===== src/rtl/bsg_fpu_denorm_norm.sv =====
// bsg_fpu_denorm_norm: normalizes an unpacked FP operand so the mantissa carries an explicit leading one
// Ports: clk_i, reset_n_i (async active-low); v_i/ready_o operand handshake; sign_i, exp_i, man_i and
//   zero_i/nan_i/sig_nan_i/infty_i/denormal_i operand in; v_o/yumi_i result handshake; sign_o,
//   exp_o (signed, e_p+2 bits), man_o (hidden bit at m_p) and registered class flags out.
// Build option: define BSG_FPU_DENORM_FAST_EN to normalize denormals in a single cycle.
module bsg_fpu_denorm_norm #(
   parameter int e_p = 5,
   parameter int m_p = 10
) (
   input  logic           clk_i,
   input  logic           reset_n_i,
   input  logic           v_i,
   output logic           ready_o,
   input  logic           sign_i,
   input  logic [e_p-1:0] exp_i,
   input  logic [m_p-1:0] man_i,
   input  logic           zero_i,
   input  logic           nan_i,
   input  logic           sig_nan_i,
   input  logic           infty_i,
   input  logic           denormal_i,
   output logic           v_o,
   input  logic           yumi_i,
   output logic           sign_o,
   output logic [e_p+1:0] exp_o,
   output logic [m_p:0]   man_o,
   output logic           zero_o,
   output logic           nan_o,
   output logic           sig_nan_o,
   output logic           infty_o,
   output logic           denormal_o
);
   localparam int cw = $clog2(m_p + 1);
   typedef enum logic [1:0] {IDLE, SHIFT, DONE} state_t;
   state_t         state_r, state_n;
   logic [cw-1:0]  cnt_r;
   logic [m_p:0]   man_r, man_sh, man_ld;
   logic [e_p+1:0] exp_r, exp_ld;
   logic           accept, go_shift, shift_done;
   assign ready_o = state_r == IDLE;
   assign v_o = state_r == DONE;
   assign accept = v_i & ready_o;
   assign man_o = man_r;
   assign exp_o = exp_r;
   assign man_sh = man_r << 1;
   // the count cap stops an all-zero denormal mantissa from shifting forever
   assign shift_done = man_sh[m_p] | (cnt_r == cw'(m_p - 1));
`ifdef BSG_FPU_DENORM_FAST_EN
   int k;
   always_comb begin
      // k: left shifts needed to bring the leading one up to bit m_p (m_p for a zero mantissa)
      k = m_p;
      for (int i = 0; i < m_p; i++) if (man_i[i]) k = m_p - i;
      go_shift = 1'b0;
      man_ld = zero_i ? '0 : denormal_i ? {1'b0, man_i} << k : {1'b1, man_i};
      exp_ld = zero_i ? '0 : denormal_i ? (e_p+2)'(1 - k) : {2'b00, exp_i};
   end
`else
   assign go_shift = denormal_i & ~zero_i;
   assign man_ld = zero_i ? '0 : {~denormal_i, man_i};
   assign exp_ld = zero_i ? '0 : denormal_i ? (e_p+2)'(1) : {2'b00, exp_i};
`endif
   always_comb begin
      state_n = state_r;
      case (state_r)
         IDLE:    state_n = accept ? (go_shift ? SHIFT : DONE) : IDLE;
         SHIFT:   state_n = shift_done ? DONE : SHIFT;
         DONE:    state_n = yumi_i ? IDLE : DONE;
         default: state_n = IDLE;
      endcase
   end
   always_ff @(posedge clk_i or negedge reset_n_i)
      if (!reset_n_i) state_r <= IDLE;
      else state_r <= state_n;
   always_ff @(posedge clk_i or negedge reset_n_i)
      if (!reset_n_i) begin
         cnt_r <= '0;
         man_r <= '0;
         exp_r <= '0;
         {sign_o, zero_o, nan_o, sig_nan_o, infty_o, denormal_o} <= '0;
      end else if (accept) begin
         cnt_r <= '0;
         man_r <= man_ld;
         exp_r <= exp_ld;
         {sign_o, zero_o, nan_o, sig_nan_o, infty_o, denormal_o} <= {sign_i, zero_i, nan_i, sig_nan_i, infty_i, denormal_i};
      end else if (state_r == SHIFT) begin
         cnt_r <= cnt_r + cw'(1);
         man_r <= man_sh;
         exp_r <= exp_r - (e_p+2)'(1);
      end
endmodule


===== config.mk =====
export PLATFORM = sky130hd
export DESIGN_NAME = bsg_fpu_denorm_norm
export DESIGN_NICKNAME = d
export VERILOG_FILES = /design/src/rtl/bsg_fpu_denorm_norm.sv
export SDC_FILE = /design/constraint.sdc
export NUM_CORES = 1
export LEC_CHECK = 0
export BUFFER_PORTS_ARGS = -buffer_cell sky130_fd_sc_hd__buf_2
export CORE_MARGIN = 5
export CORE_UTILIZATION = 40
export CTS_CLUSTER_DIAMETER = 80
export DETAILED_ROUTE_END_ITERATION = 16
export PLACE_DENSITY = 0.7
export SLEW_MARGIN = 20
export SYNTH_ARGS = -nofsm -noshare
export SYNTH_HDL_FRONTEND = slang
export SYNTH_SLANG_ARGS = --single-unit
export TNS_END_PERCENT = 5

===== constraint.sdc =====
create_clock -name clk_i -period 3.6 [get_ports clk_i]
set_input_delay 0.18 -clock clk_i [delete_from_list [all_inputs] [get_ports clk_i]]
set_output_delay 0.18 -clock clk_i [all_outputs]
set_load 0.03 [all_outputs]

* Word-level counts from Yosys, hierarchy flattened
Cells that the tools add are included.
** Operators by class
- $add $sub $neg :: 2
- Multiply operators :: 0
- Div/mod/pow operators :: 0
- $lt $le $gt $ge :: 0
- Equal/unequal tests :: 3
- Shift-type cells :: 0
- Mux-type cells :: 14
- Bitwise operators :: 5
- Reduce and logical (&&, ||, !) cells :: 2
** Operators by type and width (number)
- 11-bit two-way mux :: 3
- 7-bit two-way mux :: 2
- 5-bit two-way mux :: 2
- 2-bit two-way mux :: 4
- 4-bit two-way mux :: 2
- 7-bit by 1-bit subtractor with 7-bit output, second input constant :: 1
- 2-bit case mux with 3 select lines :: 1
- 4-bit by 1-bit adder with 4-bit output, second input constant :: 1
- 4-bit == test, second input constant :: 1
- 1-bit bitwise AND :: 2
- 2-bit by 1-bit == test with 1-bit output, second input constant :: 1
- 2-bit == test, second input constant :: 1
- 2-bit logical NOT :: 1
- 1-bit NOT :: 2
- 2-bit nonzero test :: 1
- 1-bit bitwise OR :: 1
** Word-level totals
- Register bits :: 30
- Latch bits :: 0
- Memory bits (writable) :: 0
- Memory bits (read-only) :: 0
- Bits of input ports :: 25
- Output and inout bits :: 26
- Word-level logic and storage cells :: 36
- Memories :: 0

* Longest topological paths before layout
Gate-level depths: netlist of run 1.
- Depth in word-level cells :: 5
- Depth in mapped cells :: 6
- Mapped depth without buffers :: 5

* Worst setup path before layout of run 1
Ideal clock, no wire load.
- Path kind :: reg-to-reg
- Start :: register exp_r[0] (netlist: exp_o[0])
- End :: register exp_r[6] (netlist: exp_o[6])
- Data arrival time :: 1489 ps
- Required time :: 3519 ps
- Setup slack :: 2029 ps
- Stages on the path, launching flop included :: 6
- Cells stage by stage :: dfrtp_1 -> inv_1 -> ha_1 -> nor3b_1 -> nor4b_4 -> mux2i_1
** Between the ends
- Cells in the longest elaborated chain, start to end :: 3
** RTL lines
- start: declaration :: line 38 : logic [e_p+1:0] exp_r, exp_ld;
- start signal: assignment :: line 84 : exp_r <= exp_ld;
- start signal: assignment :: line 89 : exp_r <= exp_r - (e_p+2)'(1);
- 7-bit by 1-bit subtractor with 7-bit output :: line 89
- 7-bit two-way mux :: line 86 : end else if (state_r == SHIFT) begin
- 7-bit two-way mux :: line 81 : end else if (accept) begin
No other way between the ends. The select of a mux whose other input is x is not followed.
A chain may end at the register's enable or synchronous reset.

* Worst setup path in the final report of run 1
- Start :: register state_r[0]
- End :: register man_r[6] (netlist: man_o[6])
** Between the ends
- Cells in the longest elaborated chain, start to end :: 3
- Elaborated cells between the ends (all ways) :: 5
- Those cells by class :: eq/ne: 1; mux: 1; bitwise: 1; reduce/logical: 2
** RTL lines
- start: declaration :: line 35 : state_t state_r, state_n;
- start signal: assignment :: line 74 : else state_r <= state_n;
- 2-bit logical NOT :: line 40 : assign ready_o = state_r == IDLE;
- 1-bit bitwise AND :: line 42 : assign accept = v_i & ready_o;
- 11-bit two-way mux / 2-bit nonzero test (equally long branches)
- end signal: assignment :: line 83 : man_r <= man_ld;
- end signal: assignment :: line 88 : man_r <= man_sh;
- end: declaration :: line 37 : logic [m_p:0] man_r, man_sh, man_ld;
Parallel ways exist; a longest one is shown, timed or not.

==> results of run 1 <==
-- sequential cells by signal, summed over array words and instances, names as in the netlist --
name / cells
cnt_r: 4
denormal_o: 1
exp_o: 7
infty_o: 1
man_o: 11
nan_o: 1
sig_nan_o: 1
sign_o: 1
state_r: 2
zero_o: 1
-- critical path, delay by kind of cell (launching register included) --
kind | cells | cell delay, ns
AND/OR/NAND/NOR | 1 | 0.69
flip-flops | 1 | 0.54
buffers and inverters | 1 | 0.32
AO/OA/AOI/OAI | 2 | 0.17
-- layout make-up --
cell class,count,share of cell area [%]
clock inverter,1,0.257
tap,50,3.22
timing repair buffer,52,13.8
sequential,30,38.6
clock buffer,7,4.44
multi-input combinational,117,38.6
inverter,6,1.16
-- worst max path at each step --
stage                                    start                   end  slack (ns)
after floorplan           exp_o[0]$_DFFE_PN0P_  exp_o[6]$_DFFE_PN0P_        2.03
after global placement    state_r[0]$_DFF_PN0_  man_o[6]$_DFFE_PN0P_        1.80
after detailed placement  state_r[0]$_DFF_PN0_  man_o[5]$_DFFE_PN0P_        1.75
after CTS                 state_r[0]$_DFF_PN0_  man_o[5]$_DFFE_PN0P_        1.75
after global routing      state_r[1]$_DFF_PN0_  cnt_r[3]$_DFFE_PN0P_        1.60
final                     state_r[0]$_DFF_PN0_  man_o[6]$_DFFE_PN0P_        1.75
-- placed cells by master (no fill, tap or decap), drive strengths merged, types with 4 or more instances in the layout --
cell type,n
dfrtp,30
nor2b,4
nand2,37
nand3,5
clkbuf,7
a21oi,11
a31oi,10
buf,51
inv,6
o21ai,11
nor2,4
-- routing by layer --
layer  global-route usage [%]  up-vias
li1                         -      678
met1                     21.8      644
met2                     20.4       46
met3                     3.83        0
met4                     4.43        0
met5                        0        -
-- report_power, final --
| group | total [mW] | leakage (nW) | internal (mW) | switching [mW] |
|---|---|---|---|---|
| logic | 0.848 | 0.522 | 0.289 | 0.559 |
| clock network | 0.277 | 0.0482 | 0.154 | 0.123 |
| registers | 0.641 | 0.378 | 0.481 | 0.161 |
-- logic make-up (layout without fill, tap and decap cells) --
family,after synthesis,in the layout,synth area share [%]
AND/OR/NAND/NOR,68,68,23.5
AO/OA/AOI/OAI,42,42,17.9
flip-flops,30,30,46.1
buffers and inverters,16,66,7.83
adder cells (fa/ha/maj),3,3,2.30
multiplexers,3,3,1.84
XOR/XNOR,1,1,0.538
-- through the flow --
step	setup WS, ns	hold slack (ns)	total power [mW]
2_1_floorplan	2.03	-0.116	1.29
3_3_place_gp	1.80	0.261	1.49
3_5_place_dp	1.75	0.262	1.50
4_1_cts	1.75	0.0877	1.78
5_1_grt	1.60	0.105	1.89
6_report	1.75	0.0965	1.77
==> results.sh, run 1 <==
export IMPL_clk_pin_slew_worst_paths_ns=0.06
export IMPL_grt_pass1_vias=1311
export IMPL_final_hold_violation_count=0
export IMPL_gr_usage_all_layers_pct=14.6
export IMPL_met2_length_mm=1.62
export IMPL_cts_root_buf="clkbuf_8"
export IMPL_yosysSeqAreaShare_pct=46.1
export IMPL_synthTopCellsByCount="nand2_1, dfrtp_1, a31oi_1, buf_6"
export IMPL_status="finished clean"
export IMPL_slowest_delay_ns=0.69
export IMPL_holdPathEnd="nan_o$_DFFE_PN0P_"
export IMPL_gp_congestion=0.754
export IMPL_worstSkewPairLatency_ns=0.27
export IMPL_utilization_pct=49.0
export IMPL_die_width_um=73.8
export IMPL_antenna_found_initial=0
export IMPL_finalCriticalPeriod_ns=1.85
export IMPL_wl_mm=3.83
export IMPL_dieArea_um2=5450
export IMPL_critPathSlowestCell="or3b_1"
export IMPL_required_ns=3.75
export IMPL_syn_inst=163
export IMPL_die_y_um=73.8
export IMPL_syn_to_final_growth_pct=19.4
export IMPL_whs_path_depth=3
export IMPL_vdd_drop_max_uv=468
export IMPL_multi_input_area_um2=751
export IMPL_nets=240
export IMPL_drive_above_1_share_pct=33.8
export IMPL_cp_max_fo=20
export IMPL_reg2reg_from="state_r[0]$_DFF_PN0_"
export IMPL_finalNonFillerCells=263
export IMPL_setup_tns_ns=0
export IMPL_pin_count=51
export IMPL_drtAntennaViolNets=0
export IMPL_cts_tree="done"
export IMPL_post_cts_buffers=0
export IMPL_synth_top_area_cell="dfrtp_1"
export IMPL_r2r_setup_slack_ns=1.75
export IMPL_setup_viol=0
export IMPL_cts_made_buffers=5
export IMPL_grt_overflow=0
export IMPL_synth_edff_count=0
export IMPL_ys_ff_latch=30
export IMPL_placed_area_um2=1840
export IMPL_routed_via_density=5.20
export IMPL_clock_path_buffers=2
export IMPL_htreeDepth=2
export IMPL_yosysWarnings=0
export IMPL_hold_buffers=1
export IMPL_p_per_area_nw_per_um2=908
export IMPL_cts_sink_count=30
export IMPL_drc_errors=0
export IMPL_seq_area_um2=751
export IMPL_cap_violations=0
export IMPL_r2r_end="man_o[6]$_DFFE_PN0P_"
export IMPL_start_util_pct=41.0
export IMPL_ff2ff_path_depth=4
export IMPL_cts_resized=0
export IMPL_power_leakage_nw=0.948
export IMPL_grt_max_degree=31
export IMPL_synth_top_cell_area_share_pct=46.1
export IMPL_vias=1368
export IMPL_io_buffers=50
export IMPL_fmax_mhz=541
export IMPL_async_reset_ff_share_pct=100
export IMPL_dr_first_iter_drc_count=88
export IMPL_post_synth_top_count_cell="nand2_1"
export IMPL_crit_type="reg -> reg"
export IMPL_top_layer="met3"
export IMPL_finalCritPeriodShare_pct=51.4
export IMPL_ys_flop_type="dfrtp_1"
export IMPL_coreArea_um2=3970
export IMPL_hold_start="nan_i"
export IMPL_wl_met3_um=313
export IMPL_fin_area_um2=1950
export IMPL_ys_top_cells_by_area="dfrtp_1, nand2_1, buf_6, a31oi_1, a21oi_2"
export IMPL_drv_slew=0
export IMPL_cp_start_kind="flop"
export IMPL_dpl_hpwl_mm=2.78
export IMPL_wl_met1_mm=1.90
export IMPL_fillers=383
export IMPL_skew_ns=0.00361
export IMPL_wire_per_inst_um=14.6
export IMPL_synth_nets=191
export IMPL_arrival_ns=2.00
export IMPL_path_cells="or3b_1, buf_4, a21oi_2, a31oi_1"
export IMPL_worstMarginPinSlew_ns=0.712
export IMPL_hold_path_class="in -> reg"
export IMPL_synth_cell_types=39
export IMPL_grt_pass1_wl_mm=6.13
export IMPL_syn_area_per_cell_um2=9.99
export IMPL_placed_cells=254
export IMPL_std_cell_rows=23
export IMPL_synth_cell_area_um2=1630
export IMPL_end_kind="flop"
export IMPL_maxSlewHeadroom_pct=52.6
export IMPL_rsz0062_at_grt="false"
export IMPL_first_pass_iters=4
export IMPL_num_antenna_cells=0
No activity file was read; power rests on OpenSTA's default activity.
==> run 2, diff against run 1 <==
clock period = 1.9 ns   (was 3.6 ns; I/O delays follow)
==> run 2 against run 1 <==
Routed wire length grew 1.4%. Via count rose by 1.4%. Non-clock buffer count increased by 4. Clock power grew 130%. Critical path depth up 1. Worst hold slack got worse by 0.089 ns. Design area increased by 2.8%. Register-to-register slack got worse by 1.4 ns. First-iteration DRC count down 14%. Cell count up 1.1%. Maximum frequency up 18%. Highest routed layer is now met4.
==> results.sh, run 2 (synthesis gave the netlist of run 1 again) <==
export IMPL_status="finished clean"
export IMPL_nets=244
export IMPL_vias=1387
export IMPL_cp_start_kind="flop"
export IMPL_gp_congestion=0.839
export IMPL_power_leakage_nw=0.975
export IMPL_cts_sink_count=30
export IMPL_ff2ff_path_depth=5
export IMPL_hold_path_class="in -> reg"
export IMPL_largest_register_ffs=11
export IMPL_final_cell_mix="buf_2, nand2_1, dfrtp_1"
export IMPL_fillers=378
export IMPL_dpl_hpwl_mm=2.78
export IMPL_wl_met1_mm=1.82
export IMPL_final_hold_violation_count=0
export IMPL_seq_area_um2=751
export IMPL_finalCriticalPeriod_ns=1.57
export IMPL_clock_path_buffers=2
export IMPL_antenna_found_initial=0
export IMPL_required_ns=2.11
export IMPL_clk_pin_slew_worst_paths_ns=0.06
export IMPL_multi_input_area_um2=751
export IMPL_drc_errors=0
export IMPL_coreArea_um2=3970
export IMPL_post_cts_buffers=0
export IMPL_worstSkewPairLatency_ns=0.28
export IMPL_num_antenna_cells=0
export IMPL_routed_via_density=5.21
export IMPL_whs_path_depth=3
export IMPL_wire_per_inst_um=14.6
export IMPL_start_util_pct=41.0
export IMPL_syn_to_final_growth_pct=22.7
export IMPL_top_layer="met4"
export IMPL_wl_met3_um=361
export IMPL_p_per_area_nw_per_um2=1750
export IMPL_fmax_mhz=637
export IMPL_cts_tree="done"
export IMPL_power_mw=3.50
export IMPL_cp_max_fo=5
export IMPL_arrival_ns=1.77
export IMPL_htreeDepth=2
export IMPL_dr_first_iter_drc_count=76
export IMPL_finalNonFillerCells=266
export IMPL_cts_resized=0
export IMPL_finalCritPeriodShare_pct=82.6
export IMPL_std_cell_rows=23
export IMPL_pin_count=51
export IMPL_die_width_um=73.8
export IMPL_drv_slew=0
export IMPL_die_y_um=73.8
export IMPL_dieArea_um2=5450
export IMPL_crit_type="reg -> reg"
export IMPL_cts_made_buffers=5
export IMPL_drive_above_1_share_pct=34.7
export IMPL_setup_tns_ns=0
export IMPL_placed_cells=257
export IMPL_end_kind="flop"
export IMPL_gr_usage_all_layers_pct=15.4
export IMPL_first_pass_iters=4
export IMPL_skew_ns=0.00218
export IMPL_cts_root_buf="clkbuf_8"
export IMPL_mostFrequentLayoutCell="buf_2"
export IMPL_met2_length_mm=1.67
export IMPL_hold_buffers=2
export IMPL_maxSlewHeadroom_pct=55.0
export IMPL_grt_overflow=0
export IMPL_io_buffers=50
export IMPL_vdd_drop_max_uv=795
export IMPL_grt_pass1_vias=1401
export IMPL_rsz0062_at_grt="false"
export IMPL_worstMarginPinSlew_ns=0.675
export IMPL_cap_violations=0
export IMPL_grt_pass1_wl_mm=6.47
export IMPL_wl_mm=3.88
export IMPL_grt_max_degree=34
export IMPL_setup_viol=0
export IMPL_drtAntennaViolNets=0
run 2: final timing paths:
kind,from,to,slack [ns]
worst max-delay path,exp_o[0]$_DFFE_PN0P_,exp_o[6]$_DFFE_PN0P_,0.33
worst min-delay path,nan_i,nan_o$_DFFE_PN0P_,0.008
worst max register to register,exp_o[0]$_DFFE_PN0P_,exp_o[6]$_DFFE_PN0P_,0.33
worst min register to register,cnt_r[3]$_DFFE_PN0P_,cnt_r[3]$_DFFE_PN0P_,0.47
max in group asynchronous,reset_n_i,sign_o$_DFFE_PN0P_,1.08
min in group asynchronous,reset_n_i,exp_o[2]$_DFFE_PN0P_,0.39
run 2: final cells by class:
class,count,area share (%)
clock buffer,6,4.13
inverter,6,1.13
clock inverter,1,1.50
tap,50,3.13
sequential,30,37.5
multi-input combinational,117,37.5
timing repair buffer,56,15.0
run 2: where the power goes:
| part | switching (mW) | internal, mW | leakage (nW) | total, mW |
|---|---|---|---|---|
| sequential | 0.256 | 0.912 | 0.378 | 1.17 |
| combinational | 1.11 | 0.572 | 0.540 | 1.68 |
| clock | 0.227 | 0.419 | 0.0573 | 0.646 |
| total | 1.59 | 1.90 | 0.975 | 3.50 |
run 2: worst max-delay path, cell delays in order, from the launching register on:
cell,delay (ns)
dfrtp_1,0.43
inv_1,0.08
ha_1,0.18
nor3b_1,0.34
nor4b_4,0.27
mux2i_1,0.20
run 2: stage by stage:
| step | worst slack, ns | hold slack [ns] | area (um2) | util, % |
|---|---|---|---|---|
| floorplan | 0.329 | -0.201 | 1630 | - |
| global placement | 0.342 | 0.173 | 1870 | 47.0 |
| detailed placement | 0.338 | 0.175 | 1870 | 47.0 |
| CTS | 0.326 | 0.00311 | 2000 | 50.3 |
| global route | 0.160 | 0.0109 | 2000 | 50.3 |
| finish | 0.331 | 0.00770 | 2000 | 50.3 |
run 2: metal layers:
layer,up-vias,track usage (%)
met5,-,0
met4,0,2.62
met3,3,6.02
met2,49,23.5
met1,651,20.9
li1,684,-
